===== config.mk =====
export PLATFORM = sky130hd
export DESIGN_NAME = des_substitution_unit
export DESIGN_NICKNAME = d
export VERILOG_FILES = /design/src/rtl/des_pkg.sv /design/src/rtl/des_sbox_lut.sv /design/src/rtl/des_substitution_unit.sv
export SDC_FILE = /design/constraint.sdc
export NUM_CORES = 1
export LEC_CHECK = 0
export BUFFER_PORTS_ARGS = -buffer_cell sky130_fd_sc_hd__buf_4
export CORE_ASPECT_RATIO = 0.7
export CORE_UTILIZATION = 50
export CTS_BUF_LIST = sky130_fd_sc_hd__clkbuf_4 sky130_fd_sc_hd__clkbuf_8
export DETAILED_ROUTE_END_ITERATION = 10
export GPL_TIMING_DRIVEN = 0
export PLACE_DENSITY = 0.7
export SLEW_MARGIN = 5
export SYNTH_ARGS = -nofsm -noshare
export SYNTH_HDL_FRONTEND = slang
export SYNTH_SLANG_ARGS = --single-unit

===== constraint.sdc =====
create_clock -name clk -period 6.65 [get_ports clk]
set_input_delay 1.33 -clock clk [delete_from_list [all_inputs] [get_ports clk]]
set_output_delay 1.33 -clock clk [all_outputs]
set_load 0.02 [all_outputs]

===== src/rtl/des_pkg.sv =====
`default_nettype none
// ============================================================================
// Module      : des_pkg
// Description : DES S-box tables, P permutation and pipeline depth bounds.
//               P is applied only when DES_SBOX_PERMUTE_EN is defined.
// Revision    : 1.0 - initial release
// ============================================================================
package des_pkg;

  localparam int PIPE_DEPTH_MIN = 1;
  localparam int PIPE_DEPTH_MAX = 4;

  // 64 nibbles per box, row-major (row*16 + col), entry 0 in the top nibble.
  localparam logic [255:0] SBOX_TABLE [1:8] = '{
    256'hE4D12FB83A6C5907_0F74E2D1A6CB9538_41E8D62BFC973A50_FC8249175B3EA06D,
    256'hF18E6B34972DC05A_3D47F28EC01A69B5_0E7BA4D158C6932F_D8A13F42B67C05E9,
    256'hA09E63F51DC7B428_D709346A285ECBF1_D6498F30B12C5AE7_1AD069874FE3B52C,
    256'h7DE3069A1285BC4F_D8B56F03472C1AE9_A690CB7DF13E5284_3F06A1D8945BC72E,
    256'h2C417AB6853FD0E9_EB2C47D150FA3986_421BAD78F9C5630E_B8C71E2D6F09A453,
    256'hC1AF92680D34E75B_AF427C9561DE0B38_9EF528C3704A1DB6_432C95FABE17608D,
    256'h4B2EF08D3C975A61_D0B7491AE35C2F86_14BDC37EAF680592_6BD814A7950FE23C,
    256'hD2846FB1A93E50C7_1FD8A374C56B0E92_7B419CE206ADF358_21E74A8DFC90356B
  };

  localparam int P_TABLE [0:31] = '{
    16,  7, 20, 21, 29, 12, 28, 17,  1, 15, 23, 26,  5, 18, 31, 10,
     2,  8, 24, 14, 32, 27,  3,  9, 19, 13, 30,  6, 22, 11,  4, 25
  };

  function automatic logic [0:31] p_permute(input logic [0:31] x);
    logic [0:31] y;
    y = '0;
    for (int i = 0; i < 32; i++) begin
      y[i] = x[P_TABLE[i] - 1];
    end
    return y;
  endfunction

endpackage
`default_nettype wire


===== src/rtl/des_sbox_lut.sv =====
`default_nettype none
// ============================================================================
// Module      : des_sbox_lut
// Description : One DES S-box; 6-bit segment in, 4-bit substitution out.
// Revision    : 1.0 - initial release
// ============================================================================
module des_sbox_lut
  import des_pkg::*;
#(
  parameter int SBOX_ID = 1
) (
  input  logic [5:0] din,
  output logic [3:0] dout
);

  localparam logic [255:0] c_sbox_table = SBOX_TABLE[SBOX_ID];

  logic [5:0] w_idx;

  if (SBOX_ID < 1 || SBOX_ID > 8) begin : g_id_check
    $error("des_sbox_lut: SBOX_ID must be 1..8");
  end

  // Row is the outer bit pair, column the inner four; entry n lives at nibble 63-n.
  assign w_idx = {din[5], din[0], din[4:1]};
  assign dout  = c_sbox_table[{~w_idx, 2'b00} +: 4];

endmodule
`default_nettype wire


===== src/rtl/des_substitution_unit.sv =====
`default_nettype none
// ============================================================================
// Module      : des_substitution_unit
// Description : DES S-box substitution followed by an elastic valid/ready
//               pipeline. Define DES_SBOX_PERMUTE_EN to apply the P permutation.
// Revision    : 1.0 - initial release
// ============================================================================
module des_substitution_unit
  import des_pkg::*;
#(
  parameter int PIPE_DEPTH = 2,
  parameter int TAG_WIDTH  = 4
) (
  input  logic                 clk,
  input  logic                 reset,
  input  logic [0:47]          right_xor_key_din,
  input  logic [TAG_WIDTH-1:0] tag_din,
  input  logic                 valid_din,
  output logic                 ready_dout,
  output logic [0:31]          sbox_dout,
  output logic [TAG_WIDTH-1:0] tag_dout,
  output logic                 valid_dout,
  input  logic                 ready_din,
  output logic [2:0]           occupancy_dout
);

  logic [0:31]          w_sub;
  logic [0:31]          w_stage_in;
  logic [PIPE_DEPTH-1:0] w_valid;
  logic [PIPE_DEPTH-1:0] w_load;
  logic [0:31]          w_data [PIPE_DEPTH];
  logic [TAG_WIDTH-1:0] w_tag  [PIPE_DEPTH];
  logic                 w_in_hs;
  logic                 w_out_hs;
  logic [2:0]           r_occ;

  if (PIPE_DEPTH < PIPE_DEPTH_MIN || PIPE_DEPTH > PIPE_DEPTH_MAX) begin : g_depth_check
    $error("des_substitution_unit: PIPE_DEPTH out of range");
  end

  for (genvar g = 0; g < 8; g++) begin : g_sbox
    des_sbox_lut #(
      .SBOX_ID (g + 1)
    ) u_lut (
      .din  (right_xor_key_din[6*g +: 6]),
      .dout (w_sub[4*g +: 4])
    );
  end

`ifdef DES_SBOX_PERMUTE_EN
  assign w_stage_in = p_permute(w_sub);
`else
  assign w_stage_in = w_sub;
`endif

  for (genvar k = 0; k < PIPE_DEPTH; k++) begin : g_stage
    logic                 r_valid;
    logic [0:31]          r_data;
    logic [TAG_WIDTH-1:0] r_tag;
    logic                 w_in_valid;
    logic [0:31]          w_in_data;
    logic [TAG_WIDTH-1:0] w_in_tag;

    if (k == 0) begin : g_head
      assign w_in_valid = valid_din;
      assign w_in_data  = w_stage_in;
      assign w_in_tag   = tag_din;
    end else begin : g_body
      assign w_in_valid = w_valid[k-1];
      assign w_in_data  = w_data[k-1];
      assign w_in_tag   = w_tag[k-1];
    end

    // A stage can take a word if downstream drains or any stage from here on is empty.
    assign w_load[k] = ready_din | ~(&w_valid[PIPE_DEPTH-1:k]);

    always_ff @(posedge clk or negedge reset) begin
      if (!reset) begin
        r_valid <= 1'b0;
        r_data  <= '0;
        r_tag   <= '0;
      end else if (w_load[k]) begin
        r_valid <= w_in_valid;
        r_data  <= w_in_data;
        r_tag   <= w_in_tag;
      end
    end

    assign w_valid[k] = r_valid;
    assign w_data[k]  = r_data;
    assign w_tag[k]   = r_tag;
  end

  assign ready_dout = w_load[0];
  assign valid_dout = w_valid[PIPE_DEPTH-1];
  assign sbox_dout  = w_data[PIPE_DEPTH-1];
  assign tag_dout   = w_tag[PIPE_DEPTH-1];

  assign w_in_hs  = valid_din & ready_dout;
  assign w_out_hs = valid_dout & ready_din;

  always_ff @(posedge clk or negedge reset) begin
    if (!reset) begin
      r_occ <= 3'd0;
    end else if (w_in_hs && !w_out_hs) begin
      r_occ <= r_occ + 3'd1;
    end else if (!w_in_hs && w_out_hs) begin
      r_occ <= r_occ - 3'd1;
    end
  end

  assign occupancy_dout = r_occ;

endmodule
`default_nettype wire


==> Flow_metrics.wiki, run 1 <==
{| class="wikitable"
! Metric !! Value
|-
| Run status || complete, no violations
|-
| Longest individual stage delay on the worst path || 0.48 ns
|-
| Hold Path Cell Cnt || 2
|-
| Worst path cell trace || buf_4, nand2b_1, nor2_1, inv_2, clkbuf_1, buf_4
|-
| Cell Area, Placed || 8600 sq um
|-
| Min-delay worst type || reg2reg
|-
| Largest net degree at the start of global routing || 78
|-
| Async SR Flop Fraction || 100%
|-
| Unrepaired setup endpoints after global routing || false
|-
| Die span in y || 106 um
|-
| Power Internal || 1.09 mW
|-
| Post-Place Worst Slack || 2.74 ns
|-
| PostCTS Resize Cnt || 0
|-
| Post-Syn Instances || 926
|-
| Top cell by count, worst path || sky130_fd_sc_hd__buf_4
|-
| Number of placed instances, taps included || 1,207
|-
| Final Util || 59.4%
|-
| Hold violation total from the final report || 0
|-
| Static leakage || 3.90 nW
|-
| Post-CTS setup repair buffer count || 0
|-
| Initial core utilization || 51.9%
|-
| Worst hold slack || 0.448 ns
|-
| Power density cells || 195 nW/um^2
|-
| DRC violation total after the first TritonRoute iteration || 646
|-
| Clock share of power || 22.9%
|-
| Most frequent cells in the layout || sky130_fd_sc_hd__buf_4, sky130_fd_sc_hd__nand2_1, sky130_fd_sc_hd__dfrtp_1
|-
| Sink count of the clock tree || 77
|-
| Placement row count || 37
|-
| Commonest non-fill, non-tap cell in the layout || sky130_fd_sc_hd__buf_4
|-
| Switching Power || 0.627 mW
|-
| Core area || 14,900 sq um
|-
| Vias per std cell || 5.96
|-
| DR pass1 iterations || 5
|-
| Synthesized Nets || 1,047
|-
| Reg clk slew, reported paths || 0.08 ns
|-
| Post-synthesis sequential element count || 77
|-
| Endpoint kind of the worst setup timing path || primary output
|-
| Portion of total power attributed to sequential cells || 36.7%
|-
| Clock latency on the worst-skew pair || 0.35 ns
|-
| Die area || 15,900 sq um
|-
| Sequential share of the synthesized area || 25.0%
|-
| Post-Route WL || 20.6 mm
|-
| Kind of critical path || in2out
|-
| Critical path peak fanout || 10
|-
| Fin Setup TNS || 0 ns
|-
| TritonCTS clock tree || yes
|-
| Final critical path time including I/O delays and setup || 3.90 ns
|-
| Initial antenna violation count || 0
|-
| Worst-Margin Slew || 0.962 ns
|-
| DIE WIDTH || 150 um
|-
| Worst max-slew margin expressed relative to the limit || 35.9%
|-
| Share of cells above drive strength 1 || 20.7%
|-
| Worst vdd ir || 110 uV
|-
| Maximum count of clock buffers along a single path || 2
|-
| Cell type of the slowest stage on the worst timing path || sky130_fd_sc_hd__clkbuf_1
|-
| Post-route cell area || 8820 sq um
|-
| Switching share of power || 36.5%
|-
| Mean cell area of the mapped netlist || 8.33 sq um
|-
| Mapped Area || 7710 sq um
|-
| Combinational share of power || 40.4%
|-
| Area fraction of the dominant cell type after synthesis || 25.0%
|-
| Count of flip-flops with a built-in enable after synthesis || 0
|-
| Fmax || 0.256 GHz
|-
| Count of distinct cell types in the synthesized netlist || 73
|-
| Total grt overflow || 0
|-
| Diode insertion count for antenna repair || 0
|-
| Number of global-route vias before repair || 6,453
|-
| Min-Delay Endpoint || valid_dout$_DFFE_PN0P_
|-
| Via count || 7,282
|-
| Synth area leaders || sky130_fd_sc_hd__dfrtp_1, sky130_fd_sc_hd__ha_1, sky130_fd_sc_hd__mux2_2
|-
| HPWL reported at the end of detailed placement || 15.5 mm
|-
| Clock root buffer || sky130_fd_sc_hd__clkbuf_8
|-
| Number of port buffers || 86
|-
| Final setup skew || 0.0102 ns
|-
| Gp weighted congestion || 0.917
|-
| Number of nets with antenna violations after routing || 0
|-
| Global Route Usage Sum || 26.3%
|-
| Synth Flop Type || sky130_fd_sc_hd__dfrtp_1
|-
| I/O pin count || 97
|-
| Crit Reg-Reg Startpoint || valid_dout$_DFFE_PN0P_
|-
| Growth of design area from synthesis to finish || 14.4%
|-
| Filler-free cell count of the finished design || 1,222
|-
| Total of max-cap violations || 0
|-
| CTS Buf Count || 9
|-
| Path depth of the worst reg2reg path || 11
|-
| Critical path arrival || 2.57 ns
|-
| Number of pins exceeding their max-slew limit in the final report || 0
|-
| Average routed wire per standard cell || 16.9 um
|-
| Total power draw || 1.72 mW
|-
| Total setup violations reported at the end of the flow || 0
|-
| Setup ws final || 2.75 ns
|-
| H-tree depth || 3
|-
| Synth warn || 0
|-
| Data required time of the critical path || 5.32 ns
|-
| Worst setup slack for register-to-register paths || 3.95 ns
|-
| First-pass GRT wire length || 33.5 mm
|-
| Post-cts hold buffer count || 0
|-
| Startpoint types || input pin
|-
| Reg-to-Reg End || occupancy_dout[2]$_DFFE_PN0P_
|-
| Tcrit/Tclk final || 58.7%
|-
| Launch instance of the worst min-delay path || g_stage[0].r_valid$_DFFE_PN0N_
|-
| Number of remaining DRC errors || 0
|-
| Area leader, netlist || sky130_fd_sc_hd__dfrtp_1
|-
| Post-layout net count || 1,144
|}
[cells by family (layout without fill, tap and decap cells)]
group | Yosys count | in the layout | share of synthesized area [%]
AO/OA/AOI/OAI | 268 | 268 | 23.7
XOR/XNOR | 25 | 25 | 2.84
adder cells (fa/ha/maj) | 65 | 65 | 10.6
buffers and inverters | 129 | 230 | 7.72
flip-flops | 77 | 77 | 25.0
multiplexers | 75 | 75 | 12.3
AND/OR/NAND/NOR | 287 | 287 | 17.8
[power groups by stage]
stage | Sequential [mW] | Clock (mW) | Combinational, mW
floorplan | 0.693 | 0 | 0.374
global placement | 0.637 | 0 | 0.675
detailed placement | 0.639 | 0 | 0.686
CTS | 0.631 | 0.402 | 0.691
global route | 0.644 | 0.426 | 0.755
finish | 0.632 | 0.394 | 0.695
[flip-flops by register name (all words and copies together), names as in the netlist]
signal / flops
g_stage.r_data: 32
sbox_dout: 32
g_stage.r_tag: 4
tag_dout: 4
occupancy_dout: 3
g_stage.r_valid: 1
valid_dout: 1
[synth_stat cells, types with 4 or more instances]
| master | n |
|---|---|
| sky130_fd_sc_hd__a211o_1 | 10 |
| sky130_fd_sc_hd__mux4_2 | 12 |
| sky130_fd_sc_hd__mux2i_1 | 23 |
| sky130_fd_sc_hd__and2_1 | 8 |
| sky130_fd_sc_hd__and3_1 | 5 |
| sky130_fd_sc_hd__o21ai_0 | 49 |
| sky130_fd_sc_hd__clkbuf_1 | 22 |
| sky130_fd_sc_hd__o221ai_1 | 8 |
| sky130_fd_sc_hd__ha_1 | 64 |
| sky130_fd_sc_hd__inv_2 | 4 |
| sky130_fd_sc_hd__nor3b_1 | 9 |
| sky130_fd_sc_hd__o21ai_1 | 9 |
| sky130_fd_sc_hd__a2111oi_0 | 8 |
| sky130_fd_sc_hd__a21oi_1 | 56 |
| sky130_fd_sc_hd__o31ai_1 | 9 |
| sky130_fd_sc_hd__xor2_1 | 16 |
| sky130_fd_sc_hd__a31oi_1 | 14 |
| sky130_fd_sc_hd__nor3_1 | 29 |
| sky130_fd_sc_hd__buf_6 | 4 |
| sky130_fd_sc_hd__nor2_1 | 71 |
| sky130_fd_sc_hd__a311oi_1 | 11 |
| sky130_fd_sc_hd__or3_1 | 6 |
| sky130_fd_sc_hd__buf_2 | 43 |
| sky130_fd_sc_hd__o22ai_1 | 4 |
| sky130_fd_sc_hd__o211ai_1 | 16 |
| sky130_fd_sc_hd__a221o_1 | 4 |
| sky130_fd_sc_hd__nand3_1 | 14 |
| sky130_fd_sc_hd__o2bb2ai_1 | 4 |
| sky130_fd_sc_hd__nand2_1 | 90 |
| sky130_fd_sc_hd__inv_1 | 42 |
| sky130_fd_sc_hd__o21a_1 | 6 |
| sky130_fd_sc_hd__mux2_2 | 38 |
| sky130_fd_sc_hd__a211oi_1 | 18 |
| sky130_fd_sc_hd__xnor2_1 | 9 |
| sky130_fd_sc_hd__nand2b_1 | 21 |
| sky130_fd_sc_hd__dfrtp_1 | 77 |
| sky130_fd_sc_hd__a221oi_1 | 4 |
| sky130_fd_sc_hd__nor2b_1 | 22 |
| sky130_fd_sc_hd__buf_4 | 7 |
| sky130_fd_sc_hd__buf_1 | 6 |
[worst max-delay path: cells and delay by family]
kind          cells  cell delay [ns]
buf+inv           4             1.04
simple gates      2             0.19
[worst max path at each step]
| stage | cells after the start | to | startpoint | slack (ns) |
|---|---|---|---|---|
| after floorplan | 4 | ready_dout | ready_din | 3.33 |
| after global placement | 6 | ready_dout | ready_din | 2.77 |
| after detailed placement | 6 | ready_dout | ready_din | 2.74 |
| after CTS | 6 | ready_dout | ready_din | 2.74 |
| after global routing | 6 | ready_dout | ready_din | 2.67 |
| final | 6 | ready_dout | ready_din | 2.75 |
[cell type report]
class / count / area [sq um]
fillers: 1355 / 6040
multi-input cells: 720 / 5190
flip-flops and latches: 77 / 1930
repair buffers: 86 / 646
plain buffers: 83 / 423
well taps: 195 / 244
inverters: 46 / 173
clock buffers: 10 / 138
clock inverters: 5 / 82.6
[layer usage]
metal,vias up,routed length (um),global-route usage [%]
li1,3556,-,-
met1,3425,10400,43.0
met2,287,8450,36.3
met3,14,1620,3.65
met4,0,154,3.90
met5,-,0,0
(Power assumes the default switching activity.)
==> run 2, diff against run 1 <==
PLACE_DENSITY = 0.73   (was 0.7)
clock period = 3.5 ns   (was 6.65 ns; I/O delays follow)
==> Flow_metrics.wiki, run 2 (synthesis gave the netlist of run 1 again) <==
{| class="wikitable"
! Metric !! Value
|-
| Run status || complete, no violations
|-
| Total setup violations reported at the end of the flow || 0 (unchanged)
|-
| Number of pins exceeding their max-slew limit in the final report || 0 (unchanged)
|-
| Final Util || 59.3% (-0.076 points)
|-
| Average routed wire per standard cell || 16.6 um (-1.7%)
|-
| Initial antenna violation count || 0 (unchanged)
|-
| Maximum count of clock buffers along a single path || 2 (unchanged)
|-
| Min-delay worst type || reg2reg
|-
| Sink count of the clock tree || 77 (unchanged)
|-
| CTS Buf Count || 9 (unchanged)
|-
| Longest individual stage delay on the worst path || 0.51 ns (+0.03 ns)
|-
| Unrepaired setup endpoints after global routing || false
|-
| Total of max-cap violations || 0 (unchanged)
|-
| Hold violation total from the final report || 0 (unchanged)
|-
| Worst-Margin Slew || 0.971 ns (+0.00894 ns)
|-
| H-tree depth || 3 (unchanged)
|-
| Tcrit/Tclk final || 78.6%
|-
| Diode insertion count for antenna repair || 0 (unchanged)
|-
| Total grt overflow || 0 (unchanged)
|-
| Critical path arrival || 3.04 ns (+0.47 ns)
|-
| Worst vdd ir || 201 uV (+82%)
|-
| Filler-free cell count of the finished design || 1,223 (+0.082%)
|-
| Growth of design area from synthesis to finish || 14.2%
|-
| Kind of critical path || in2reg
|-
| Share of cells above drive strength 1 || 20.8% (+0.077 points)
|-
| Number of remaining DRC errors || 0 (unchanged)
|-
| Gp weighted congestion || 0.925 (+0.81%)
|-
| Vias per std cell || 6.03 (+1.2%)
|-
| I/O pin count || 97 (unchanged)
|-
| Die span in y || 106 um (unchanged)
|-
| Cell Area, Placed || 8600 sq um (unchanged)
|-
| PostCTS Resize Cnt || 0 (unchanged)
|-
| Clock root buffer || sky130_fd_sc_hd__clkbuf_8
|-
| Number of placed instances, taps included || 1,207 (unchanged)
|-
| DRC violation total after the first TritonRoute iteration || 697 (+7.9%)
|-
| Post-layout net count || 1,144 (unchanged)
|-
| Final setup skew || 0.00677 ns (-0.00340 ns)
|-
| Startpoint types || input pin
|-
| Worst path cell trace || buf_4, nand2b_1, nor2_1, inv_2, clkbuf_1, and2_1, ha_1, inv_1, fa_1, xor2_1, nor2_1, xor2_1
|-
| Fmax || 0.363 GHz
|-
| Critical path peak fanout || 10 (unchanged)
|-
| Number of port buffers || 86 (unchanged)
|-
| Most frequent cells in the layout || sky130_fd_sc_hd__buf_4, sky130_fd_sc_hd__nand2_1, sky130_fd_sc_hd__dfrtp_1
|-
| Clock latency on the worst-skew pair || 0.37 ns (+0.02 ns)
|-
| Post-route cell area || 8810 sq um (-0.13%)
|-
| Static leakage || 3.90 nW (about the same)
|-
| Power density cells || 364 nW/um^2 (+86%)
|-
| Number of nets with antenna violations after routing || 0 (unchanged)
|-
| Endpoint kind of the worst setup timing path || flip-flop
|-
| Fin Setup TNS || 0 ns (unchanged)
|-
| Via count || 7,374 (+1.3%)
|-
| Commonest non-fill, non-tap cell in the layout || sky130_fd_sc_hd__buf_4
|-
| Number of global-route vias before repair || 6,484 (+0.48%)
|-
| TritonCTS clock tree || yes
|-
| First-pass GRT wire length || 32.9 mm (-1.6%)
|-
| Placement row count || 37 (unchanged)
|-
| Post-Route WL || 20.3 mm (-1.6%)
|-
| Global Route Usage Sum || 25.7% (-0.65 points)
|-
| Post-cts hold buffer count || 0 (unchanged)
|-
| Worst max-slew margin expressed relative to the limit || 35.3% (-0.60 points)
|-
| Cell type of the slowest stage on the worst timing path || sky130_fd_sc_hd__clkbuf_1
|-
| Post-CTS setup repair buffer count || 0 (unchanged)
|-
| Largest net degree at the start of global routing || 78 (unchanged)
|-
| Data required time of the critical path || 3.79 ns (-1.53 ns)
|-
| DR pass1 iterations || 6 (+1)
|-
| Core area || 14,900 sq um (unchanged)
|-
| DIE WIDTH || 150 um (unchanged)
|-
| HPWL reported at the end of detailed placement || 15.3 mm (-0.91%)
|-
| Die area || 15,900 sq um (unchanged)
|-
| Initial core utilization || 51.9% (unchanged)
|-
| Reg clk slew, reported paths || 0.08 ns (about the same)
|-
| Final critical path time including I/O delays and setup || 2.75 ns
|}
==> run 2: cell type report <==
class                   count  area, sq um
flip-flops and latches     77         1930
multi-input cells         720         5190
fillers                  1362         6050
well taps                 195          244
inverters                  46          173
clock inverters             5         57.6
plain buffers              83          423
repair buffers             86          646
clock buffers              11          151
==> run 2: worst paths after layout <==
path	from	to	cells past startpoint	slack, ns
min	g_stage[0].r_valid$_DFFE_PN0N_	valid_dout$_DFFE_PN0P_	2	0.45
max in group asynchronous	reset	sbox_dout[6]$_DFFE_PN0P_	1	2.38
min reg2reg	g_stage[0].r_valid$_DFFE_PN0N_	valid_dout$_DFFE_PN0P_	2	0.45
max	ready_din	occupancy_dout[2]$_DFFE_PN0P_	12	0.75
max reg2reg	valid_dout$_DFFE_PN0P_	occupancy_dout[2]$_DFFE_PN0P_	11	0.76
min in group asynchronous	reset	sbox_dout[27]$_DFFE_PN0P_	1	0.46
==> run 2: routing by layer <==
metal / share of wire (%) / GRT usage, % / vias to the layer above
met3: 8.3 / 3.73 / 20
met4: 0.81 / 4.83 / 0
met1: 49 / 41.5 / 3457
li1: - / - / 3545
met5: 0 / 0 / -
met2: 41 / 35.4 / 352
==> run 2: where the power goes <==
part           total, mW  switching [mW]  internal [mW]
Clock              0.708           0.338          0.370
Sequential          1.19           0.119           1.07
Combinational       1.30           0.723          0.580
==> run 2: per-stage QoR <==
step | setup slack (ns) | power [mW] | hold slack [ns]
5_1_grt | 0.594 | 3.39 | 0.483
6_report | 0.747 | 3.20 | 0.451
4_1_cts | 0.741 | 3.21 | 0.453
3_3_place_gp | 0.437 | 2.49 | 0.430
2_1_floorplan | 1.00 | 2.03 | 0.404
3_5_place_dp | 0.376 | 2.51 | 0.432
==> run 2: worst max-delay path, delay by kind of cell <==
kind          cells  cell delay, ns
simple gates      4            0.58
xor+xnor          2            0.32
buf+inv           4            0.88
fa+ha+maj         2            0.57
==> run 3, diff against run 2 <==
clock period = 2.5 ns   (was 3.5 ns; I/O delays follow)
==> Flow_metrics.wiki, run 3 (synthesis gave the netlist of run 1 again) <==
{| class="wikitable"
! Metric !! Value
|-
| Portion of total power attributed to sequential cells || 37.2% (about the same)
|-
| Tcrit/Tclk final || 95.1%
|-
| Post-Place Worst Slack || -0.424 ns (-0.800 ns)
|-
| DIE WIDTH || 150 um (unchanged)
|-
| Power Internal || 2.83 mW (+40%)
|-
| Number of global-route vias before repair || 6,484 (unchanged)
|-
| Clock root buffer || sky130_fd_sc_hd__clkbuf_8
|-
| Total of max-cap violations || 0 (unchanged)
|-
| Fin Setup TNS || 0 ns (unchanged)
|-
| Maximum count of clock buffers along a single path || 2 (unchanged)
|-
| Data required time of the critical path || 2.00 ns (-1.79 ns)
|-
| Switching Power || 1.65 mW (+40%)
|-
| Core area || 14,900 sq um (unchanged)
|-
| Critical path arrival || 1.88 ns (-1.16 ns)
|-
| Setup ws final || 0.124 ns (-0.624 ns)
|-
| Run status || complete, no violations
|-
| Largest delay share family, worst path || buffers and inverters
|-
| Endpoint kind of the worst setup timing path || primary output
|-
| Post-layout net count || 1,143 (-0.087%)
|-
| Placement row count || 37 (unchanged)
|-
| Growth of design area from synthesis to finish || 14.3% (about the same)
|-
| Gp weighted congestion || 0.925 (unchanged)
|-
| Number of remaining DRC errors || 0 (unchanged)
|-
| H-tree depth || 3 (unchanged)
|-
| First-pass GRT wire length || 32.9 mm (unchanged)
|-
| Kind of critical path || reg2out
|-
| TritonCTS clock tree || yes
|-
| Startpoint types || flip-flop
|-
| Min-delay worst type || in2async
|-
| Number of pins exceeding their max-slew limit in the final report || 0 (unchanged)
|-
| Cell Area, Placed || 8600 sq um (unchanged)
|-
| Worst hold slack || 0.272 ns (-0.179 ns)
|-
| Hold violation total from the final report || 0 (unchanged)
|-
| Commonest non-fill, non-tap cell in the layout || sky130_fd_sc_hd__buf_4
|-
| Average routed wire per standard cell || 16.6 um (about the same)
|-
| Longest individual stage delay on the worst path || 0.45 ns (-0.06 ns)
|-
| Clock share of power || 22.1% (about the same)
|-
| Via count || 7,375 (+0.014%)
|-
| Fmax || 0.421 GHz
|-
| Clock latency on the worst-skew pair || 0.37 ns (about the same)
|-
| Diode insertion count for antenna repair || 0 (unchanged)
|-
| Share of cells above drive strength 1 || 20.9% (+0.12 points)
|-
| HPWL reported at the end of detailed placement || 15.3 mm (unchanged)
|-
| Final Util || 59.3% (about the same)
|-
| DR pass1 iterations || 6 (unchanged)
|-
| Reg clk slew, reported paths || 0.08 ns (about the same)
|-
| Largest net degree at the start of global routing || 78 (unchanged)
|-
| Sink count of the clock tree || 77 (unchanged)
|-
| Post-route cell area || 8810 sq um (about the same)
|-
| Worst-Margin Slew || 0.960 ns (-0.0108 ns)
|-
| Die area || 15,900 sq um (unchanged)
|-
| Worst vdd ir || 281 uV (+40%)
|-
| I/O pin count || 97 (unchanged)
|-
| Worst max-slew margin expressed relative to the limit || 36.0% (+0.72 points)
|-
| Total grt overflow || 0 (unchanged)
|-
| Final setup skew || 0.00721 ns (+0.000439 ns)
|-
| Die span in y || 106 um (unchanged)
|-
| Cell type of the slowest stage on the worst timing path || sky130_fd_sc_hd__clkbuf_1
|-
| DRC violation total after the first TritonRoute iteration || 692 (-0.72%)
|-
| Total setup violations reported at the end of the flow || 0 (unchanged)
|-
| Number of placed instances, taps included || 1,207 (unchanged)
|-
| Total power draw || 4.49 mW (+40%)
|-
| Worst path cell trace || nand2b_1, nor2_1, inv_2, clkbuf_1, buf_4
|-
| Filler-free cell count of the finished design || 1,222 (-0.082%)
|-
| Final critical path time including I/O delays and setup || 2.38 ns
|-
| Vias per std cell || 6.04 (about the same)
|-
| Combinational share of power || 40.7% (about the same)
|-
| Number of buffers and inverters on the critical path || 3 (-1)
|-
| Post-cts hold buffer count || 0 (unchanged)
|-
| Power density cells || 509 nW/um^2 (+40%)
|-
| Initial core utilization || 51.9% (unchanged)
|-
| Global Route Usage Sum || 25.7% (unchanged)
|-
| CTS Buf Count || 9 (unchanged)
|-
| Critical path peak fanout || 10 (unchanged)
|-
| Post-Route WL || 20.3 mm (about the same)
|-
| Initial antenna violation count || 0 (unchanged)
|-
| Unrepaired setup endpoints after global routing || false
|-
| Static leakage || 3.90 nW (about the same)
|-
| Switching share of power || 36.8% (about the same)
|-
| Post-CTS setup repair buffer count || 0 (unchanged)
|-
| Number of port buffers || 86 (unchanged)
|-
| Number of nets with antenna violations after routing || 0 (unchanged)
|-
| Most frequent cells in the layout || sky130_fd_sc_hd__buf_4, sky130_fd_sc_hd__nand2_1, sky130_fd_sc_hd__dfrtp_1
|}
[run 3: power groups by stage]
stage	registers, mW	clock network (mW)	logic (mW)
2_1_floorplan	1.84	0	0.995
3_3_place_gp	1.69	0	1.79
3_5_place_dp	1.70	0	1.81
4_1_cts	1.67	1.01	1.82
5_1_grt	1.70	1.06	1.99
6_report	1.67	0.993	1.83
[run 3: worst paths after layout]
path,start,end,slack (ns),cells after the start
max,valid_dout$_DFFE_PN0P_,ready_dout,0.12,5
min,reset,sbox_dout[27]$_DFFE_PN0P_,0.27,1
max reg2reg,valid_dout$_DFFE_PN0P_,occupancy_dout[2]$_DFFE_PN0P_,0.14,11
min reg2reg,g_stage[0].r_valid$_DFFE_PN0N_,valid_dout$_DFFE_PN0P_,0.45,2
max in group asynchronous,reset,sbox_dout[6]$_DFFE_PN0P_,1.59,1
min in group clk,tag_din[1],g_stage[0].r_tag[1]$_DFFE_PN0N_,0.33,3
[run 3: final cells by class]
type | count | area (sq um)
fill | 1361 | 6050
multi-input combinational | 720 | 5190
sequential | 77 | 1930
timing repair buffer | 86 | 646
buffer | 82 | 427
tap | 195 | 244
inverter | 46 | 173
clock buffer | 11 | 151
clock inverter | 5 | 57.6
[run 3: layer usage]
layer | up-vias | wire [um] | GRT usage (%) | part of all wire (%)
met2 | 331 | 8370 | 35.4 | 41
met1 | 3478 | 10000 | 41.5 | 49
li1 | 3546 | - | - | -
met5 | - | 0 | 0 | 0
met4 | 0 | 207 | 4.83 | 1.0
met3 | 20 | 1710 | 3.73 | 8.4
[run 3: worst register-to-register path, stage by stage (launching register included)]
cell and delay, ns:
sky130_fd_sc_hd__dfrtp_1 0.42, sky130_fd_sc_hd__nand2b_1 0.12, sky130_fd_sc_hd__nor2_1 0.07, sky130_fd_sc_hd__inv_2 0.21, sky130_fd_sc_hd__buf_6 0.21, sky130_fd_sc_hd__and2_1 0.18
sky130_fd_sc_hd__ha_1 0.20, sky130_fd_sc_hd__inv_1 0.06, sky130_fd_sc_hd__fa_1 0.37, sky130_fd_sc_hd__xor2_1 0.17, sky130_fd_sc_hd__nor2_1 0.13, sky130_fd_sc_hd__xor2_1 0.15
[run 3: what timing repair did]
item | CTS | global route
endpoints found under the setup margin | 2 | 3
gates cloned | 0 | 0
resized for setup | 2 | 2
